$ cat src/rtl/sum_bcd_display.sv
// sum_bcd_display: converts a 5-bit adder sum to two BCD digits
// by serial double-dabble and drives two 7-segment digits.
module sum_bcd_display #(
  parameter bit SEG_ACTIVE_LOW     = 1'b1,
  parameter bit BLANK_LEADING_ZERO = 1'b1
) (
  input  logic       clk,
  input  logic       rst,
  input  logic [4:0] sum,
  input  logic       start,
  output logic       busy,
  output logic       done,
  output logic [3:0] tens,
  output logic [3:0] units,
  output logic [6:0] seg_tens,
  output logic [6:0] seg_units
);

  typedef enum logic [1:0] {
    IDLE  = 2'd0,
    SHIFT = 2'd1,
    DONE  = 2'd2
  } state_t;

  localparam logic [6:0] SEG_BLANK =
    SEG_ACTIVE_LOW ? 7'h7F : 7'h00;

  state_t      state;
  logic [4:0]  sreg;
  logic [7:0]  bcd;
  logic [2:0]  cnt;

  logic [7:0]  adj;
  logic [12:0] shl;
  logic [7:0]  bcd_nxt;
  logic [4:0]  sreg_nxt;

  function automatic logic [6:0] seg_enc(input logic [3:0] d);
    logic [6:0] c;
    case (d)
      4'd0:    c = 7'h40;
      4'd1:    c = 7'h79;
      4'd2:    c = 7'h24;
      4'd3:    c = 7'h30;
      4'd4:    c = 7'h19;
      4'd5:    c = 7'h12;
      4'd6:    c = 7'h02;
      4'd7:    c = 7'h78;
      4'd8:    c = 7'h00;
      4'd9:    c = 7'h10;
      default: c = 7'h7F;
    endcase
    return SEG_ACTIVE_LOW ? c : ~c;
  endfunction

  function automatic logic [6:0] tens_enc(input logic [3:0] d);
    if (BLANK_LEADING_ZERO && d == 4'd0)
      return SEG_BLANK;
    return seg_enc(d);
  endfunction

  // One double-dabble step: add 3 to nibbles >= 5, then shift left.
  always_comb begin
    adj = bcd;
    if (bcd[3:0] >= 4'd5)
      adj[3:0] = bcd[3:0] + 4'd3;
    if (bcd[7:4] >= 4'd5)
      adj[7:4] = bcd[7:4] + 4'd3;
    shl      = {adj, sreg} << 1;
    bcd_nxt  = shl[12:5];
    sreg_nxt = shl[4:0];
  end

  // Conversion FSM with registered handshake and display outputs.
  always_ff @(posedge clk) begin
    if (rst) begin
      state     <= IDLE;
      sreg      <= '0;
      bcd       <= '0;
      cnt       <= '0;
      busy      <= 1'b0;
      done      <= 1'b0;
      tens      <= '0;
      units     <= '0;
      seg_tens  <= tens_enc(4'd0);
      seg_units <= seg_enc(4'd0);
    end else begin
      case (state)
        IDLE: begin
          done <= 1'b0;
          if (start) begin
            sreg  <= sum;
            bcd   <= '0;
            cnt   <= '0;
            busy  <= 1'b1;
            state <= SHIFT;
          end
        end
        SHIFT: begin
          bcd  <= bcd_nxt;
          sreg <= sreg_nxt;
          cnt  <= cnt + 3'd1;
          if (cnt == 3'd4) begin
            tens      <= bcd_nxt[7:4];
            units     <= bcd_nxt[3:0];
            seg_tens  <= tens_enc(bcd_nxt[7:4]);
            seg_units <= seg_enc(bcd_nxt[3:0]);
            done      <= 1'b1;
            state     <= DONE;
          end
        end
        DONE: begin
          done  <= 1'b0;
          busy  <= 1'b0;
          state <= IDLE;
        end
        default: begin
          done  <= 1'b0;
          busy  <= 1'b0;
          state <= IDLE;
        end
      endcase
    end
  end

endmodule
$ cat config.mk
export PLATFORM = sky130hd
export DESIGN_NAME = sum_bcd_display
export DESIGN_NICKNAME = d
export VERILOG_FILES = /design/src/rtl/sum_bcd_display.sv
export SDC_FILE = /design/constraint.sdc
export NUM_CORES = 1
export LEC_CHECK = 0
export CAP_MARGIN = 30
export CORE_MARGIN = 1
export CORE_UTILIZATION = 49
export CTS_CLUSTER_DIAMETER = 150
export CTS_CLUSTER_SIZE = 12
export DETAILED_ROUTE_END_ITERATION = 10
export PLACE_DENSITY = 0.79
export SYNTH_ARGS = -nofsm -noshare
export SYNTH_HDL_FRONTEND = slang
export SYNTH_SLANG_ARGS = --single-unit
$ cat constraint.sdc
create_clock -name clk -period 2.25 [get_ports clk]
set_input_delay 0.225 -clock clk [delete_from_list [all_inputs] [get_ports clk]]
set_output_delay 0.225 -clock clk [all_outputs]
set_load 0.05 [all_outputs]
==> out/summary.txt <==
HP Class - reg -> reg
PD cells - 505.3 nW/um^2
Netlist Area Pre-Place - 2223 sq um
CORE AREA - 4354 sq um
Hold Vio Cnt, Final - 0
Final Net Count - 322
worst slew pin tran - 0.6302 ns
Final Setup Violations - 0
Crit path arrival time - 2.27 ns
Max clock buf depth - 2
post-route ant nets - 0
critical path class - reg -> reg
max frequency - 0.4868 GHz
max-slew violations - 0
routed vias - 2090
routed wire length - 5192 microns
Post-Synthesis Net Count - 282
# clock sinks - 42
Iter 0 DRT Violations - 120
placed cells - 352
non-filler cells, final - 360
# IOs - 32
die width - 69.36 microns
final clock period utilization by the worst path - 91.30%
FF+latch count, synth - 42
sequential share of power - 55.2%
WP buf/inv - 2
Synth cell types - 52
Post-Synthesis Cells - 267
GRT overflow - 0
clock power share - 35.3%
Sw Pwr - 0.3337 mW
worst setup margin - 0.1956 ns
Final Instance Area - 2753 sq um
hold-fix buffers at CTS - 0
RD Place Congestion - 0.9470
maxcap violations - 0
Post-synth EDFFs - 0
drt wl/cell - 14.42 microns
cell family with most CP delay - compound AO/OA/AOI/OAI gates
clk root buf - clkbuf_8
CP Cell Sequence - inv_1 -> ha_1 -> nand2b_1 -> buf_4 -> a21oi_4 -> xnor2_1 -> o21ai_0 -> a211oi_1
H-Tree Depth - 2
num rows - 24
number of global-route vias before repair - 1932
slowest stage delay, CP - 0.35 ns
fin crit period - 2.054 ns
largest net degree at the start of global routing - 14
antenna violations before repair - 0
CTS tree - done
Max IR drop VDD - 0.0004229 V
syn_area_per_cell - 8.327 sq um
post-synthesis async set-or-reset flop share - 0%
leak pwr - 1.053 nW
Req. time, crit path - 2.47 ns
Post-DP HPWL - 3672 microns
Via density - 5.806
Antenna Diode Count - 0
pre-CTS setup slack - 0.1348 ns
hold path cells - 2
crit start category - register
Crit Reg-Reg Startpoint - bcd[1]
CP Capture Type - register
logic gate share of total power - 9.5%
sw frac - 23.99%
Initial Utilization - 51.06%
reg2reg end - seg_units[5]
Die Height - 69.36 microns
drt drc - 0
ys flop type - dfxtp_1
CTS Buf Count - 5
min-delay src - units[0]
layout cells sized above 1 - 13.31%
post-placement cell area - 2649 sq um
Seq/Total Area, Yosys - 37.82%
yosys warns - 0
worst reg2reg setup slack - 0.20 ns
synth-to-layout area growth - 23.80%
Hold Path End - units[0]
Critical Path Fanout Max - 7
CTS clock-pin slew for the worst setup and hold paths - 0.07 ns
Total GRT Usage - 22.55%
global-route wire length before repair - 8742 microns
Skew-Pair Late Insertion Delay - 0.30 ns
DIE AREA - 4811 sq um
Internal - 1.057 mW
DRT Pass-1 Iters - 4
CP max stage cell - dfxtp_2
Port Buffers - 31
R2R depth - 8
outcome - complete, no violations
Max-slew headroom - 57.83%
final setup skew - 0.004828 ns
## flip-flops by register name (all words and copies together) (netlist names)
name	flops
bcd	8
seg_tens	7
seg_units	7
sreg	5
tens	4
units	4
cnt	3
state	2
busy	1
done	1
## cells in the final DEF (no fill, tap or decap), types with 7 or more instances in the layout
cell	n
buf_4	19
a21oi_1	25
dfxtp_1	41
inv_1	12
a22o_1	13
ha_1	7
clkdlybuf4s50_1	31
a211oi_1	7
nor3_1	9
nor2_1	34
o21ai_0	14
nand2_1	20
## synth_stat cells (all sizes together) (2+ instances only)
library cell | instances | area [sq um]
nand2 | 20 | 75.07
o221ai | 5 | 43.79
and2 | 4 | 25.02
or2 | 3 | 18.77
a22o | 13 | 113.9
mux2i | 2 | 20.02
a22oi | 3 | 22.52
dfxtp | 42 | 840.8
clkbuf | 8 | 30.03
xnor2 | 3 | 33.79
nor4 | 2 | 12.51
o211ai | 4 | 35.03
a21oi | 27 | 142.6
a21o | 3 | 22.52
nor3 | 10 | 55.05
o21ai | 16 | 80.08
ha | 7 | 87.58
o22ai | 2 | 12.51
nand2b | 6 | 37.54
inv | 12 | 45.04
nor2 | 35 | 133.9
a211oi | 11 | 110.1
a31oi | 2 | 12.51
buf | 9 | 62.55
nand3 | 2 | 10.01
## how the worst max path moves through the flow
stage	start	endpoint	cells past startpoint	slack, ns
final	bcd[1]	seg_units[5]	8	0.20
after global placement	bcd[1]	seg_units[1]	8	0.15
after floorplan	bcd[0]	seg_tens[6]	10	0.03
after global routing	bcd[1]	seg_units[5]	8	-0.01
after detailed placement	bcd[1]	seg_units[5]	8	0.13
after CTS	bcd[1]	seg_units[5]	8	0.11
## through the flow
stage / total power [mW] / hold slack [ns] / utilization (%) / TNS [ns]
3_3_place_gp: 0.9139 / 0.4458 / 60.83 / 0
6_report: 1.391 / 0.4568 / 63.22 / 0
4_1_cts: 1.408 / 0.4632 / 62.93 / 0
5_1_grt: 1.456 / 0.4871 / 63.22 / -0.01078
3_5_place_dp: 0.9152 / 0.4525 / 60.83 / 0
2_1_floorplan: 0.8688 / 0.4568 / - / 0
## worst reg2reg max path, stage by stage, from the launching register on
cell and delay [ns]:
dfxtp_2 0.35, inv_1 0.15, ha_1 0.27, nand2b_1 0.15, buf_4 0.18, a21oi_4 0.24, xnor2_1 0.26, o21ai_0 0.16
a211oi_1 0.21
## power groups by stage
stage / logic, mW / registers, mW / clock network (mW)
after floorplan: 0.0761 / 0.793 / 0
after global placement: 0.129 / 0.785 / 0
after detailed placement: 0.130 / 0.785 / 0
after CTS: 0.131 / 0.768 / 0.509
after global routing: 0.145 / 0.770 / 0.541
final: 0.132 / 0.768 / 0.491
## cell type report
cell class,count,area (sq um)
timing repair buffer,50,452.9
fill,381,1602
clock buffer,7,86.33
sequential,42,842.1
tap,52,65.06
clock inverter,1,5.005
inverter,12,45.04
multi-input combinational,196,1256
## layer usage
| metal | vias to the layer above | global-route usage (%) | wire length [microns] |
|---|---|---|---|
| met4 | 0 | 7.029 | 70 |
| li1 | 1048 | - | - |
| met5 | - | 0 | 0 |
| met3 | 7 | 6.395 | 247 |
| met2 | 46 | 36.57 | 2457 |
| met1 | 989 | 28.95 | 2416 |
## logic make-up (layout without fill, tap and decap cells)
group,count (synthesis),in the layout,share of synthesized area (%)
adder cells (fa/ha/maj),7,7,3.939
multiplexers,3,3,1.407
AND/OR/NAND/NOR,87,87,18.23
buffers and inverters,29,70,6.190
AO/OA/AOI/OAI,95,95,30.50
XOR/XNOR,4,4,1.914
flip-flops,42,42,37.82
## timing repair
item                                    CTS  global route
resized for setup                         0             3
endpoints found under the setup margin    0             9
setup buffers                             0             0
Power figures use the tool's default switching activity.
